===== config.mk =====
export PLATFORM = sky130hd
export DESIGN_NAME = ball_motion
export DESIGN_NICKNAME = d
export VERILOG_FILES = /design/src/rtl/ball_motion.sv
export SDC_FILE = /design/constraint.sdc
export NUM_CORES = 1
export LEC_CHECK = 0
export ABC_CLOCK_PERIOD_IN_PS = 8000
export CORE_MARGIN = 4
export CORE_UTILIZATION = 56
export CTS_CLUSTER_SIZE = 20
export DETAILED_ROUTE_END_ITERATION = 10
export GPL_TIMING_DRIVEN = 0
export PLACE_DENSITY = 0.82
export SLEW_MARGIN = 20
export SYNTH_ARGS = -nofsm -noshare
export SYNTH_HDL_FRONTEND = slang
export SYNTH_SLANG_ARGS = --single-unit

===== constraint.sdc =====
create_clock -name clk -period 8 [get_ports clk]
set_clock_uncertainty 0.15 [all_clocks]
set_input_delay 1.6 -clock clk [delete_from_list [all_inputs] [get_ports clk]]
set_output_delay 1.6 -clock clk [all_outputs]
set_load 0.01 [all_outputs]

===== src/rtl/ball_motion.sv =====
// rtl/ball_motion.sv - ball kinematics: park on paddle, timed steps, reflections, death
// Optional feature macro: PADDLE_STEER_EN (paddle contact third selects the rebound direction)
module ball_motion #(
  parameter int MAX_X    = 79,
  parameter int MAX_Y    = 59,
  parameter int PADDLE_Y = 56,
  parameter int PADDLE_W = 12,
  parameter int XW       = 7,
  parameter int YW       = 6
) (
  input  logic          clk,
  input  logic          rst,
  input  logic [2:0]    state,
  input  logic [19:0]   period,
  input  logic [2:0]    angle,
  input  logic [XW-1:0] paddle_x,
  input  logic          brick_hit,
  output logic [XW-1:0] ball_x,
  output logic [YW-1:0] ball_y,
  output logic [XW-1:0] next_x,
  output logic [YW-1:0] next_y,
  output logic [2:0]    dir,
  output logic          step,
  output logic          dead
);

  localparam logic [XW-1:0]        MAX_X_C = XW'(MAX_X);
  localparam logic [YW-1:0]        MAX_Y_C = YW'(MAX_Y);
  localparam logic [YW-1:0]        PARK_Y  = YW'(PADDLE_Y - 1);
  localparam logic [XW-1:0]        HALF_W  = XW'(PADDLE_W / 2);
  localparam logic [XW:0]          PW      = (XW+1)'(PADDLE_W);
  localparam logic signed [XW:0]   X_ONE   = (XW+1)'(1);
  localparam logic signed [XW:0]   X_NEG   = -X_ONE;
  localparam logic signed [YW:0]   Y_ONE   = (YW+1)'(1);
  localparam logic signed [YW:0]   Y_NEG   = -Y_ONE;
`ifdef PADDLE_STEER_EN
  localparam logic [XW:0]          THIRD1  = (XW+1)'(PADDLE_W / 3);
  localparam logic [XW:0]          THIRD2  = (XW+1)'(2 * PADDLE_W / 3);
`endif

  logic signed [XW:0] dx, dx_m, x_ext;
  logic signed [YW:0] dy, dy_m, y_ext;
  logic [XW:0]        nx_e, px_e;
  logic               h_flip, v_flip, paddle_hit, death, fire;
  logic [XW-1:0]      mv_x;
  logic [YW-1:0]      mv_y;
  logic [2:0]         mv_dir;
  logic [19:0]        cnt, period_m1;
  logic               frozen;
`ifdef PADDLE_STEER_EN
  logic [XW:0]        off;
`endif

  function automatic logic [XW-1:0] clamp_x(input logic signed [XW:0] v);
    if (v[XW])                      return '0;
    else if (v[XW-1:0] > MAX_X_C)   return MAX_X_C;
    else                            return v[XW-1:0];
  endfunction

  function automatic logic [YW-1:0] clamp_y(input logic signed [YW:0] v);
    if (v[YW])                      return '0;
    else if (v[YW-1:0] > MAX_Y_C)   return MAX_Y_C;
    else                            return v[YW-1:0];
  endfunction

  // dy is never zero, so only its sign matters when re-encoding a direction
  function automatic logic [2:0] dir_code(input logic dx_neg, input logic dx_pos, input logic dy_neg);
    if (dy_neg) return dx_neg ? 3'd0 : (dx_pos ? 3'd2 : 3'd1);
    else        return dx_pos ? 3'd3 : (dx_neg ? 3'd5 : 3'd4);
  endfunction

  // decode direction, candidate cell, flips and the post-move position/direction
  always_comb begin
    dx = '0;
    dy = Y_NEG;
    case (dir)
      3'd0:    begin dx = X_NEG; dy = Y_NEG; end
      3'd1:    begin dx = '0;    dy = Y_NEG; end
      3'd2:    begin dx = X_ONE; dy = Y_NEG; end
      3'd3:    begin dx = X_ONE; dy = Y_ONE; end
      3'd4:    begin dx = '0;    dy = Y_ONE; end
      3'd5:    begin dx = X_NEG; dy = Y_ONE; end
      default: begin dx = '0;    dy = Y_NEG; end
    endcase

    x_ext  = signed'({1'b0, ball_x});
    y_ext  = signed'({1'b0, ball_y});
    next_x = clamp_x(x_ext + dx);
    next_y = clamp_y(y_ext + dy);

    nx_e = {1'b0, next_x};
    px_e = {1'b0, paddle_x};

    h_flip     = ((ball_x == '0) && dx[XW]) ||
                 ((ball_x == MAX_X_C) && !dx[XW] && (dx != '0));
    paddle_hit = !dy[YW] && (ball_y == PARK_Y) && (nx_e >= px_e) && (nx_e < px_e + PW);
    // wall, brick and paddle collapse into a single V-flip
    v_flip     = ((ball_y == '0) && dy[YW]) || brick_hit || paddle_hit;
    death      = (ball_y == MAX_Y_C) && !dy[YW];

    dx_m = h_flip ? -dx : dx;
    dy_m = v_flip ? -dy : dy;
`ifdef PADDLE_STEER_EN
    off = nx_e - px_e;
    if (paddle_hit) begin
      dy_m = Y_NEG;
      if (off < THIRD1)      dx_m = X_NEG;
      else if (off < THIRD2) dx_m = '0;
      else                   dx_m = X_ONE;
    end
`endif

    mv_x   = clamp_x(x_ext + dx_m);
    mv_y   = clamp_y(y_ext + dy_m);
    mv_dir = dir_code(dx_m[XW], !dx_m[XW] && (dx_m != '0), dy_m[YW]);

    period_m1 = (period == '0) ? '0 : period - 20'd1;
    fire      = (cnt >= period_m1);
  end

  // park / fly / hold sequencing with registered position, direction and pulses
  always_ff @(posedge clk or negedge rst) begin
    if (!rst) begin
      ball_x <= '0;
      ball_y <= PARK_Y;
      dir    <= 3'd1;
      step   <= 1'b0;
      dead   <= 1'b0;
      cnt    <= '0;
      frozen <= 1'b0;
    end else begin
      step <= 1'b0;
      dead <= 1'b0;
      case (state)
        3'd0, 3'd1, 3'd2: begin
          ball_x <= paddle_x + HALF_W;
          ball_y <= PARK_Y;
          dir    <= (angle > 3'd5) ? 3'd1 : angle;
          cnt    <= '0;
          frozen <= 1'b0;
        end
        3'd3: begin
          if (frozen) begin
            cnt <= '0;
          end else if (fire) begin
            cnt <= '0;
            if (death) begin
              dead   <= 1'b1;
              frozen <= 1'b1;
            end else begin
              step   <= 1'b1;
              ball_x <= mv_x;
              ball_y <= mv_y;
              dir    <= mv_dir;
            end
          end else begin
            cnt <= cnt + 20'd1;
          end
        end
        default: begin
          cnt <= '0;
        end
      endcase
    end
  end

endmodule


==> results.cfg, run 1 <==
[place]
io_buffers = 64
dp_cells = 701
gp_congestion = 0.888
placed_area_sq_um = 5160
dpl.hpwl_um = 8330

[global_routing]
grt_pass1_vias = 4182
grt_antenna_before_repair = 0
grt-ovfl-total = 0
grt_max_degree = 24
grt_usage = 0.236
grt_pass1_wl_um = 17800

[logic_synthesis]
yosysUniqueCellTypes = 60
synth_fp_nets = 635
synth_flop_cell = dfrtp_1
synth-seq-cells = 39
synth-seq-area-share = 0.225
yosysWarnings = 0
synth_area_sq_um = 4370
synth-edff-count = 0
async_reset_ff_frac = 1.00
syn_area_per_cell_sq_um = 8.14
synthCells = 537

[cells_and_area]
drive_gt1_frac = 0.0410
nets = 707
final_cells = 709
final_cell_mix = 63 x clkdlybuf4s50_1, 60 x nor2_1, 58 x ha_1
design_area_sq_um = 5240
nFillCells = 625
diodes = 0
areaGrowthSynthToFinish_pct = 19.9
final_common_cell = clkdlybuf4s50_1

[power]
p_per_area_nw_per_um2 = 229
peakVddDrop_uv = 230
p_leak_uw = 0.00239
fin_total_pwr_uw = 1200

[cts]
cts.sinks = 39
worstSkewPairLatency_ps = 290
cts_root_buf = clkbuf_8
cts_tree = yes
cts_setup_buffers = 0
cts_max_level = 2
cts.repair.resized = 0
hold_buffers = 0
clk_pin_slew_ps = 80
cts_buffer_depth = 2
cts_buffers = 5

[flow_run]
max_cap_violations = 0

[routing]
firstDrtPassIters = 4
drc = 0
vias_per_cell = 5.78
vias = 4095
dr.first_iter.drc_count = 212
drt.antenna.violating_nets = 0
wirelength_um = 10300
avgRoutedWirePerCell_um = 14.6

[sta]
min_period_ps = 7080
fin_crit_sh = 0.885
slew_viol_final = 0
fmax_mhz = 141
slew_headroom = 0.515
setup_viol = 0
rsz0062_at_grt = no
finalSetupTns_ps = 0
tightestPinTransition_ps = 726
hold_violations = 0

[floorplan]
die_y_um = 96.4
placementRows = 31
ioPinCount = 67
die_x_um = 96.4
core_sq_um = 7410
die_area_sq_um = 9280
start_util = 0.590

[worst_setup_path]
critPathMaxFanout = 9
slowest_delay_ps = 610
worstSetupPathType = flop to flop
critPathSlowestCell = nor2b_1
cp_data_required_time_ps = 8020
worstSetupStartpointType = flop
cp-end-kind = flop
crit_top_cell = a21oi_1
arrival_ps = 7100

[min_path]
hold_class = flop to flop

[run_status]
outcome = finished clean
## routing by layer
layer | share of wire | up-vias | track usage
met4 | 0.016 | 0 | 0.0724
met5 | 0 | - | 0
li1 | - | 2063 | -
met2 | 0.49 | 103 | 0.432
met1 | 0.44 | 1915 | 0.290
met3 | 0.048 | 14 | 0.0219
## worst max-delay path, delay by kind of cell (launching register included)
family | cells | cell delay [ps]
and+or+nand+nor | 9 | 2120
adders and majority gates | 3 | 940
xor gates and xnor gates | 1 | 150
buffers and inverters | 4 | 620
DFF | 1 | 380
AOI/OAI and AO/OA | 12 | 2570
## path summary, 6_finish.rpt
kind                        endpoint  slack, ps  startpoint  cells after the start
max                        ball_y[3]        920      dir[2]                     29
min                           cnt[0]        360      cnt[0]                      1
max reg2reg                ball_y[3]        920      dir[2]                     29
min reg2reg                   cnt[0]        360      cnt[0]                      1
max in group asynchronous  ball_y[2]       6090         rst                      2
min in group asynchronous    cnt[16]       1090         rst                      1
## final cells by class
class	count	area, sq um	share of cell area
clock buffers	7	76.3	0.0146
flip-flops and latches	39	983	0.188
well taps	99	124	0.0236
inverters	36	135	0.0258
multi-input cells	452	3220	0.614
clock inverters	1	5.00	0.000955
plain buffers	10	37.5	0.00716
repair buffers	65	663	0.127
## report_power, final
group	switching (uW)	leakage, uW	internal, uW	total [uW]
logic	457	0.00185	387	844
clock network	67.0	0.0000422	61.2	128
registers	19.4	0.000500	208	227
total	543	0.00239	655	1200
## Yosys cell counts (12+ instances only)
library cell | number | area share
a21oi_1 | 45 | 0.052
o21ai_0 | 16 | 0.018
nor2b_1 | 12 | 0.017
xnor2_1 | 36 | 0.072
a21o_1 | 18 | 0.031
dfrtp_1 | 33 | 0.19
nand2_1 | 44 | 0.038
nor2_1 | 60 | 0.052
xor2_1 | 24 | 0.048
ha_1 | 58 | 0.17
inv_1 | 35 | 0.030
nand3_1 | 12 | 0.014
nor3_1 | 14 | 0.016
## through the flow
step	util	setup WS, ps	hold slack [ps]
2_1_floorplan	-	1860	317
3_3_place_gp	0.693	1150	349
3_5_place_dp	0.696	940	354
4_1_cts	0.707	919	364
5_1_grt	0.707	143	396
6_report	0.707	917	357
## logic make-up after synthesis
kind of cell	after synthesis	synth area share
AO/OA/AOI/OAI	127	0.194
XOR/XNOR	60	0.120
adder cells (fa/ha/maj)	62	0.184
buffers and inverters	46	0.0395
flip-flops	39	0.225
multiplexers	2	0.00487
AND/OR/NAND/NOR	201	0.232
## state kept, by name, summed over array words and instances (netlist names)
signal  count
step        1
dir         3
ball_x      7
cnt        20
frozen      1
ball_y      6
dead        1
Power figures use the tool's default switching activity.
==> inputs of run 2 (changes only) <==
--- a/config.mk
+++ b/config.mk
@@ -8,6 +8,7 @@
 export ABC_CLOCK_PERIOD_IN_PS = 8000
 export CORE_MARGIN = 4
 export CORE_UTILIZATION = 56
+export CTS_BUF_LIST = sky130_fd_sc_hd__clkbuf_4
 export CTS_CLUSTER_SIZE = 20
 export DETAILED_ROUTE_END_ITERATION = 10
 export GPL_TIMING_DRIVEN = 0
==> run 2 against run 1 <==
Effect of this change:
- wire length is 0.22% lower
- non-clock buffer count unchanged
- via count decreased by 0.24%
- combinational power about the same
- maximum frequency hardly changed
- sequential share of layout area up 0.086 points
- sequential power hardly changed
- worst hold slack better by 5.3 ps
- critical path type unchanged
- global-route usage fell by 0.18 points
- highest routed layer unchanged
- setup slack better by 2.7 ps
- total power shrank 2.1%
==> results.cfg, run 2 (synthesized netlist as in run 1, its figures left out) <==
[sta]
finalSetupTns_ps = 0
rsz0062_at_grt = no
fin_ws_ps = 920
slew_viol_final = 0
fmax_mhz = 141
setup_viol = 0
fin_crit_sh = 0.885
min_period_ps = 7080
tightestPinTransition_ps = 731
hold_violations = 0
slew_headroom = 0.512

[routing]
vias_per_cell = 5.76
wirelength_um = 10300
met2_length_um = 5170
drc = 0
avgRoutedWirePerCell_um = 14.5
dr.first_iter.drc_count = 263
firstDrtPassIters = 7
wl_met3_um = 479
drt.antenna.violating_nets = 0
highest_layer = met4
vias = 4085
wl_met1_um = 4580

[worst_setup_path]
crit_top_cell = a21oi_1
arrival_ps = 7150
cp-end-kind = flop
reg2reg_slack_ps = 920
reg2reg_depth = 29
slowest_delay_ps = 610
worstSetupStartpointType = flop
worstSetupPathType = flop to flop
cp_data_required_time_ps = 8070
critPathMaxFanout = 9
critPathSlowestCell = nor2b_1

[cts]
worstSkewPairLatency_ps = 330
cts_buffers = 5
hold_buffers = 0
cts_buffer_depth = 2
cts_root_buf = clkbuf_4
cts_tree = yes
cts_setup_buffers = 0
cts.sinks = 39
cts.repair.resized = 0
clk_pin_slew_ps = 120
cts_max_level = 2

[global_routing]
grt_max_degree = 24
grt_pass1_vias = 4173
grt_usage = 0.234
grt-ovfl-total = 0
grt_antenna_before_repair = 0
grt_pass1_wl_um = 17800

[cells_and_area]
areaGrowthSynthToFinish_pct = 19.3
largest_register = cnt
top_regs = cnt (20), ball_x (7), ball_y (6)
drive_gt1_frac = 0.0443
final_cell_mix = 63 x clkdlybuf4s50_1, 60 x nor2_1, 58 x ha_1
final_cells = 709
diodes = 0
seq_area_sq_um = 983
design_area_sq_um = 5220
nFillCells = 631
final_common_cell = clkdlybuf4s50_1
largest_register_ff_count = 20
nets = 707
multiInputGateArea_sq_um = 3220
fin_util = 0.704

[min_path]
hold_class = flop to flop
hold_depth = 1

[place]
placed_area_sq_um = 5160
gp_congestion = 0.888
dpl_worst_slack_ps = 940
dpl.hpwl_um = 8330
io_buffers = 64
dp_cells = 701

[floorplan]
start_util = 0.590
ioPinCount = 67
die_area_sq_um = 9280
die_y_um = 96.4
placementRows = 31
core_sq_um = 7410
die_x_um = 96.4

[power]
p_leak_uw = 0.00238
p_per_area_nw_per_um2 = 225
peakVddDrop_uv = 227

[flow_run]
max_cap_violations = 0

[run_status]
outcome = finished clean
==> run 2: cell count changes in the layout (fill, tap and decap cells not counted) <==
cell / previous run / this run
clkbuf_1: 12 / 10
clkbuf_4: 0 / 7
clkbuf_8: 5 / 0
==> run 2: through the flow <==
stage	hold slack (ps)	power [uW]
after floorplan	317	804
after global placement	349	1040
after detailed placement	354	1070
after CTS	369	1180
after global routing	403	1290
final	362	1170
==> run 2: final timing paths <==
path,start,endpoint
worst max-delay path,dir[2],ball_y[3]
worst min-delay path,cnt[0],cnt[0]
worst max register to register,dir[2],ball_y[3]
worst min register to register,cnt[0],cnt[0]
max in group asynchronous,rst,ball_y[2]
min in group asynchronous,rst,cnt[16]
==> run 2: worst max-delay path: cells and delay by family (launching register included) <==
kind	cells	cell delay [ps]
buffers and inverters	4	620
flip-flops	1	400
AO/OA/AOI/OAI	12	2570
XOR/XNOR	1	150
adder cells (fa/ha/maj)	3	940
AND/OR/NAND/NOR	9	2110
==> run 2: cell type report <==
class                      count  area share
multi-input combinational    452       0.616
sequential                    39       0.189
timing repair buffer          65       0.127
inverter                      36      0.0259
tap                           99      0.0237
clock buffer                   7      0.0101
buffer                        10     0.00720
clock inverter                 1    0.000959
==> run 2: layer usage <==
layer | vias to the layer above | global-route usage
li1 | 2065 | -
met1 | 1912 | 0.292
met2 | 101 | 0.429
met3 | 7 | 0.0211
met4 | 0 | 0.0619
met5 | - | 0
==> run 2: report_power, final <==
part | internal (uW) | switching [uW] | total, uW
sequential | 208 | 18.9 | 226
combinational | 387 | 457 | 844
clock | 41.1 | 62.0 | 103
total | 635 | 538 | 1170
